<file path="config.mk">
export PLATFORM = sky130hd
export DESIGN_NAME = ifid_skid_stage
export DESIGN_NICKNAME = d
export VERILOG_FILES = /design/src/rtl/ifid_pkg.sv /design/src/rtl/ifid_skid_stage_pipe_payload_reg.sv /design/src/rtl/ifid_skid_stage.sv
export SDC_FILE = /design/constraint.sdc
export NUM_CORES = 1
export LEC_CHECK = 0
export BUFFER_PORTS_ARGS = -buffer_cell sky130_fd_sc_hd__buf_2
export CORE_ASPECT_RATIO = 1.1
export CORE_MARGIN = 2
export CORE_UTILIZATION = 53
export DETAILED_ROUTE_END_ITERATION = 7
export PLACE_DENSITY = 0.74
export SLEW_MARGIN = 30
export SYNTH_ARGS = -nofsm -noshare
export SYNTH_HDL_FRONTEND = slang
export SYNTH_SLANG_ARGS = --single-unit
</file>
<file path="constraint.sdc">
create_clock -name clk -period 2.2 [get_ports clk]
set_input_delay 0.44 -clock clk [delete_from_list [all_inputs] [get_ports clk]]
set_output_delay 0.44 -clock clk [all_outputs]
set_load 0.05 [all_outputs]
</file>
<file path="src/rtl/ifid_pkg.sv">
// Shared definitions for the IF/ID skid stage: occupancy states, NOP encoding, payload layout.
package ifid_pkg;

   localparam int unsigned IFID_INSTR_W = 16;
   localparam int unsigned IFID_PC_W    = 16;
   localparam int unsigned IFID_CNT_W   = 8;

   // opcode 00001, all other fields zero
   localparam logic [15:0] IFID_NOP_INSTR = 16'h0800;

   typedef enum logic [1:0] {
      EMPTY = 2'd0,
      ONE   = 2'd1,
      TWO   = 2'd2
   } occ_e;

   typedef struct packed {
      logic [IFID_INSTR_W-1:0] instr;
      logic [IFID_PC_W-1:0]    pc;
      logic [IFID_PC_W-1:0]    pc_plus2;
      logic                    err;
   } payload_t;

   function automatic payload_t nop_payload();
      payload_t p;
      p.instr    = IFID_NOP_INSTR;
      p.pc       = '0;
      p.pc_plus2 = '0;
      p.err      = 1'b0;
      return p;
   endfunction

endpackage

</file>
<file path="src/rtl/ifid_skid_stage_pipe_payload_reg.sv">
// Payload-wide register with load enable and synchronous clear; clear and reset both return it to RST_VAL.
module pipe_payload_reg #(
   parameter int unsigned   W       = 49,
   parameter logic [W-1:0]  RST_VAL = '0
) (
   input  logic         clk,
   input  logic         rst_n,
   input  logic         clr_i,
   input  logic         ld_i,
   input  logic [W-1:0] d_i,
   output logic [W-1:0] q_o
);

   logic [W-1:0] data_q;
   logic [W-1:0] data_d;

   always_comb begin
      data_d = data_q;
      if (clr_i) begin
         data_d = RST_VAL;
      end else if (ld_i) begin
         data_d = d_i;
      end
   end

   always_ff @(posedge clk or negedge rst_n) begin
      if (!rst_n) begin
         data_q <= RST_VAL;
      end else begin
         data_q <= data_d;
      end
   end

   assign q_o = data_q;

endmodule

</file>
<file path="src/rtl/ifid_skid_stage.sv">
// IF/ID pipeline stage with a 2-entry skid buffer; in_ready depends on occupancy state only.
//  state | meaning
//  EMPTY | nothing held, outputs show NOP/0
//  ONE   | main register holds the output entry
//  TWO   | main and skid both full, input stalled
module ifid_skid_stage
   import ifid_pkg::*;
#(
   parameter int unsigned        INSTR_W   = IFID_INSTR_W,
   parameter int unsigned        PC_W      = IFID_PC_W,
   parameter logic [INSTR_W-1:0] NOP_INSTR = INSTR_W'(IFID_NOP_INSTR),
   parameter int unsigned        CNT_W     = IFID_CNT_W
) (
   input  logic               clk,
   input  logic               rst_n,
   input  logic               flush,
   input  logic               in_valid,
   output logic               in_ready,
   input  logic [INSTR_W-1:0] in_instr,
   input  logic [PC_W-1:0]    in_pc,
   input  logic [PC_W-1:0]    in_pc_plus2,
   input  logic               in_err,
   output logic               out_valid,
   input  logic               out_ready,
   output logic [INSTR_W-1:0] out_instr,
   output logic [PC_W-1:0]    out_pc,
   output logic [PC_W-1:0]    out_pc_plus2,
   output logic               out_err,
   output logic [CNT_W-1:0]   stall_cnt
);

   localparam int unsigned   PW     = INSTR_W + 2*PC_W + 1;
   localparam logic [PW-1:0] NOP_PL = {NOP_INSTR, {(2*PC_W+1){1'b0}}};

   occ_e            state_q, state_d;
   logic            in_fire, out_fire;
   logic            main_ld, skid_ld, main_from_skid;
   logic [PW-1:0]   in_pl, main_d, main_q, skid_q, out_pl;
   logic [CNT_W-1:0] stall_cnt_q, stall_cnt_d;

   assign in_ready  = (state_q != TWO);
   assign out_valid = (state_q != EMPTY);
   assign in_fire   = in_valid & in_ready;
   assign out_fire  = out_valid & out_ready;
   assign in_pl     = {in_instr, in_pc, in_pc_plus2, in_err};

   always_comb begin
      state_d        = state_q;
      main_ld        = 1'b0;
      skid_ld        = 1'b0;
      main_from_skid = 1'b0;
      unique case (state_q)
         EMPTY: begin
            if (in_fire) begin
               state_d = ONE;
               main_ld = 1'b1;
            end
         end
         ONE: begin
            if (in_fire && out_fire) begin
               main_ld = 1'b1;
            end else if (in_fire) begin
               state_d = TWO;
               skid_ld = 1'b1;
            end else if (out_fire) begin
               state_d = EMPTY;
            end
         end
         TWO: begin
            if (out_fire) begin
               state_d        = ONE;
               main_ld        = 1'b1;
               main_from_skid = 1'b1;
            end
         end
         default: state_d = EMPTY;
      endcase
      // flush squashes held entries and any same-cycle in_fire
      if (flush) begin
         state_d = EMPTY;
         main_ld = 1'b0;
         skid_ld = 1'b0;
      end
   end

   always_ff @(posedge clk or negedge rst_n) begin
      if (!rst_n) begin
         state_q <= EMPTY;
      end else begin
         state_q <= state_d;
      end
   end

   assign main_d = main_from_skid ? skid_q : in_pl;

   pipe_payload_reg #(.W(PW), .RST_VAL(NOP_PL)) u_main (
      .clk   (clk),
      .rst_n (rst_n),
      .clr_i (flush),
      .ld_i  (main_ld),
      .d_i   (main_d),
      .q_o   (main_q)
   );

   pipe_payload_reg #(.W(PW), .RST_VAL(NOP_PL)) u_skid (
      .clk   (clk),
      .rst_n (rst_n),
      .clr_i (flush),
      .ld_i  (skid_ld),
      .d_i   (in_pl),
      .q_o   (skid_q)
   );

   // main can hold a stale drained entry while EMPTY, so gate with out_valid
   assign out_pl = out_valid ? main_q : NOP_PL;
   assign {out_instr, out_pc, out_pc_plus2, out_err} = out_pl;

   always_comb begin
      stall_cnt_d = stall_cnt_q;
      if (out_valid && !out_ready && (stall_cnt_q != {CNT_W{1'b1}})) begin
         stall_cnt_d = stall_cnt_q + CNT_W'(1);
      end
   end

   always_ff @(posedge clk or negedge rst_n) begin
      if (!rst_n) begin
         stall_cnt_q <= '0;
      end else begin
         stall_cnt_q <= stall_cnt_d;
      end
   end

   assign stall_cnt = stall_cnt_q;

endmodule
</file>
Yosys cells after proc, flatten, opt, wreduce, memory -nomap -nowiden
Cells that the tools add are included.
{ "totals": {"input_bits": 54, "register_bits": 108, "wordCells": 46, "out_inout_bits": 59} }
{ "op_classes": {"bitwise_logic": 2, "n_reduce_logical": 9, "n_mux": 22, "eq_ne": 8, "addsub": 1} }
{ "op_table": {"columns": ["op", "n"], "rows": [
  ["49-bit two-way mux", 6],
  ["2-bit two-way mux", 6],
  ["3-bit inequality test (second input constant)", 3],
  ["8-bit by 1-bit adder with 8-bit output (second input constant)", 1],
  ["1-bit two-way mux", 8],
  ["8-bit inequality test (second input constant)", 1],
  ["2-bit one-hot mux with 3 select lines", 1],
  ["2-bit nonzero test", 3],
  ["4-bit inequality test (second input constant)", 1],
  ["4-bit AND reduction", 1],
  ["1-bit logical AND", 3],
  ["1-bit one-hot mux with 3 select lines", 1],
  ["1-bit bitwise AND", 2],
  ["2-bit by 1-bit equality test with 1-bit output (second input constant)", 1],
  ["2-bit equality test (second input constant)", 1],
  ["2-bit logical NOT", 1],
  ["2-bit inequality test (second input constant)", 1],
  ["1-bit logical NOT", 1]
]} }

Logic depth before layout (Yosys ltp)
{ "depth": {"ltp_word": 8, "ltp_mapped": 8, "depth_no_buf": 5} }

Cells and area by module
Synthesis repeated with hierarchy kept, for this count alone.
{ "unflattened": {"cells_unflattened": 474, "hier_area_um2": 5415.2} }
{ "by_module_without_submodules": {"columns": ["module", "instances", "seq_area_each_um2", "cells_each", "area_per_inst_um2"], "rows": [
  ["pipe_payload_reg", 2, 1227.4, 158, 1991.9],
  ["ifid_skid_stage", 1, 250.2, 158, 1431.4]
]} }

Worst setup path after synthesis
No wires, ideal clock.
{ "synth_timing": {"kind": "reg2reg", "startpoint": "register stall_cnt_q[0] (netlist: stall_cnt[0])", "endpoint": "register stall_cnt_q[1] (netlist: stall_cnt[1])", "arrival_ns": 1.896, "setup_time_ns": 0.125, "path_stages_with_launch": 5, "period_less_slack_ns": 2.021, "t_required_ns": 2.075, "path_buffers": 0, "path_slack_ns": 0.179, "cell_sequence": "dfrtp_1 -> ha_1 -> nand3_1 -> o221ai_1 -> mux2_2"} }
{ "synth_via": {"elab_chain_cells": 2, "word_cells_on_any_way": 3, "cone_classes": "1 x add/sub; 1 x eq/ne; 1 x reduce/logical"} }
{ "synth_lines": {"columns": ["element", "line", "source"], "rows": [
  ["start: declaration", "ifid_skid_stage.sv:39", "logic [CNT_W-1:0] stall_cnt_q, stall_cnt_d;"],
  ["start signal: assignment", "ifid_skid_stage.sv:129", "stall_cnt_q <= stall_cnt_d;"],
  ["parallel branches: the longest is 2 deep, another holds 8-bit by 1-bit adder with 8-bit output", null, null]
]} }
Several ways; the timed one is not identified.
A chain may end at the register's enable or synchronous reset.

Worst setup path after layout
{ "layout_timing": {"startpoint": "register state_q[1]", "endpoint": "output port out_instr[9]"} }
{ "layout_via": {"elab_chain_cells": 2} }
{ "layout_lines": {"columns": ["element", "line", "source"], "rows": [
  ["start: declaration", "ifid_skid_stage.sv:35", "occ_e state_q, state_d;"],
  ["start signal: assignment", "ifid_skid_stage.sv:90", "state_q <= state_d;"],
  ["2-bit nonzero test", "ifid_skid_stage.sv:42", "assign out_valid = (state_q != EMPTY);"],
  ["49-bit two-way mux", "ifid_skid_stage.sv:115", "assign out_pl = out_valid ? main_q : NOP_PL;"],
  ["end: declaration", "ifid_skid_stage.sv:25", "output logic [INSTR_W-1:0] out_instr,"]
]} }
Every way passes these cells.

==> impl_metrics.tcl <==
set metrics [dict create \
    utilization 0.6387 \
    synthCells 603 \
    synthDistinctLibCells 29 \
    dr.pass1.iters 5 \
    areaGrowthSynthToFinish_pct 17.19 \
    fin_setup_tns_ps 0 \
    reg2reg_to "u_main.q_o[27]$_DFFE_PN0P_" \
    place_hpwl_um 8627 \
    syn-cell-area_um2 5364 \
    vias_per_cell 5.839 \
    clock-root-buffer "clkbuf_8" \
    ff2ff_path_depth 5 \
    wl_per_cell_um 16.46 \
    gr-total-overflow 0 \
    hold_slack_ps 23.74 \
    slowest_stage "dfrtp_1" \
    yosysTopAreaCellShare 0.4945 \
    ys.flop_type "dfrtp_1" \
    worst_slew_pin_slew_ps 687.4 \
    grt_first_pass_wirelength_um 21980 \
    yosysSeqAreaShare 0.5043 \
    synth_area_leaders "dfrtp_1, nand2_1, nor2b_1" \
    rsz0062_at_grt "no" \
    place_ws_ps 222.8 \
    antenna_left 0 \
    final.period_utilization 0.9481 \
    critPathMaxFanout 10 \
    grtUsageTotal 0.2540 \
    ys_warn_count 0 \
    period_needed_ps 2086 \
    dp_cells 798 \
    power_mw 4.546 \
    cts_tree "yes" \
    cts.sinks 108 \
    h-tree-depth 3 \
    status "completed" \
    fin_nets 746 \
    io_buffers 112 \
    fillers 859 \
    seqCellArea_um2 2706 \
    routed_wl_um 13430 \
    start_util 0.5450 \
    drive_gt1_frac 0.2629 \
    first_iter_violations 347 \
    routabilityCongestion 0.8225 \
    p_leak_nw 2.878 \
    die_area_um2 10940 \
    rr_startpoint "state_q[1]$_DFFE_PN0P_" \
    grt_start_max_net_pins 48 \
    max_slew_margin 0.5417 \
    cp_top_family "flip-flops" \
    antenna_found_initial 0 \
    placed_cell_area_um2 6077 \
    die_w_um 99.92 \
    finClkSkew_ps 13.47 \
    async_flop_share 1.000 \
    drc 0 \
    drv_cap 0 \
    critical_path_class "reg -> out" \
    end_kind "output port" \
    fmax_ghz 0.4794 \
    syn_nets 658 \
    rows 38 \
    ios 113 \
    setup_viol 0 \
    setup_slack_ps 114.2 \
    slowest_delay_ps 510 \
    vias 4765 \
    slew_violations 0 \
    required_ps 1760 \
    crit_chain "nor2_4, buf_4, nor2b_1, buf_2" \
    fin_area_um2 6286 \
    peakVddDrop_mv 0.5210 \
    cts_buffers 9 \
    grt_pass1_vias 4586 \
    worstSetupPathDepth 4 \
    multi_input_area_um2 2420 \
    clock_latency_ps 370 \
    cp.arrival_ps 1650 \
    startpoint_type "flop" \
    instances_no_fill 816 \
    clkTransAtPathRegs_ps 100 \
    placeableCoreArea_um2 9842 \
    rrSetupSlack_ps 250 \
    syn_area_per_cell_um2 8.895 \
    fp.dieH_um 109.5 \
    synth_edf_count 0 \
    path_buf_inv 2 \
    antenna_cells 0 \
    hold_path.class "in -> async" \
    clockBufferDepth 2 \
    yosys.area.top_type "dfrtp_1" \
    p_per_area_nw_per_um2 723.3 \
    synth.ff_latch_count 108 \
    finalHoldViolations 0 \
]
-- where the power goes --
part	total [mW]	leakage, nW	switching [mW]	internal [mW]
Clock	1.21	0.0974	0.648	0.557
Sequential	2.25	1.44	0.112	2.14
Combinational	1.09	1.34	0.755	0.339
Total	4.55	2.88	1.51	3.03
-- synthesized netlist by cell type (2+ instances only) --
cell      number
nor2b_1       52
inv_1          5
buf_6          2
clkbuf_1      55
a311oi_1      28
xor2_1         6
buf_2          3
xnor2_1        2
a21oi_1       49
nand2_1      150
dfstp_2        2
a311oi_2      20
dfrtp_1      106
nand3_1       51
nor2_1         5
nor3_1        52
o21a_1         3
-- routing by layer --
layer | share of wire | vias up | GRT usage
li1 | - | 2242 | -
met1 | 0.42 | 2296 | 0.3308
met2 | 0.49 | 199 | 0.4189
met3 | 0.071 | 28 | 0.03624
met4 | 0.026 | 0 | 0.1272
met5 | 0 | - | 0
-- worst max-delay path by stage --
stage | startpoint | to | slack (ps)
detailed placement | in_valid | u_main.q_o[27]$_DFFE_PN0P_ | 220
CTS | state_q[0]$_DFFE_PN0P_ | out_instr[9] | 30
floorplan | stall_cnt[0]$_DFFE_PN0P_ | stall_cnt[1]$_DFFE_PN0P_ | 180
global route | state_q[1]$_DFFE_PN0P_ | in_ready | 20
global placement | state_q[0]$_DFFE_PN0P_ | out_pc_plus2[0] | 300
finish | state_q[1]$_DFFE_PN0P_ | out_instr[9] | 110
-- sequential cells by signal, summed over array words and instances, names as in the netlist --
signal	count
u_main.q_o	49
u_skid.q_o	49
stall_cnt	8
state_q	2
-- worst register-to-register path, stage by stage (launching register included) --
cell	delay, ps
dfrtp_1	490
nor2b_1	330
o21a_2	190
buf_4	420
nor3_1	150
a311oi_2	280
-- cell type report --
cell class	count	area share
Multi-Input combinational cell	429	0.3850
Clock inverter	3	0.006369
Timing Repair Buffer	138	0.1276
Inverter	5	0.002986
Tap cell	120	0.02389
Sequential cell	108	0.4305
Clock buffer	13	0.02369
-- layout by cell type (no fill, tap or decap), types with 2 or more instances in the layout --
cell type | netlist | layout
a21oi_1 | 49 | 49
a311oi_1 | 28 | 28
a311oi_2 | 20 | 20
buf_12 | 0 | 3
buf_2 | 3 | 110
buf_4 | 0 | 24
clkbuf_1 | 55 | 3
clkbuf_8 | 0 | 10
clkinv_2 | 0 | 2
dfrtp_1 | 106 | 105
dfstp_2 | 2 | 2
inv_1 | 5 | 5
nand2_1 | 150 | 149
nand3_1 | 51 | 51
nor2_1 | 5 | 4
nor2b_1 | 52 | 50
nor2b_4 | 0 | 2
nor3_1 | 52 | 52
o21a_1 | 3 | 2
or2_2 | 1 | 2
xnor2_1 | 2 | 2
xor2_1 | 6 | 6
-- repair_timing --
item / in CTS / in global routing
setup endpoints to repair: 39 / 19
pin swaps: 1 / 0
gates resized for setup: 0 / 2
buffers inserted: 2 / 0
hold buffers: 0 / 0
-- cell families after synthesis --
| family | count (synthesis) | synth area share |
|---|---|---|
| AO/OA/AOI/OAI | 102 | 0.1542 |
| XOR/XNOR | 8 | 0.01306 |
| adder cells (fa/ha/maj) | 1 | 0.002332 |
| buffers and inverters | 66 | 0.04968 |
| flip-flops | 108 | 0.5043 |
| multiplexers | 2 | 0.003965 |
| AND/OR/NAND/NOR | 316 | 0.2725 |
No activity file was read; power rests on OpenSTA's default activity.
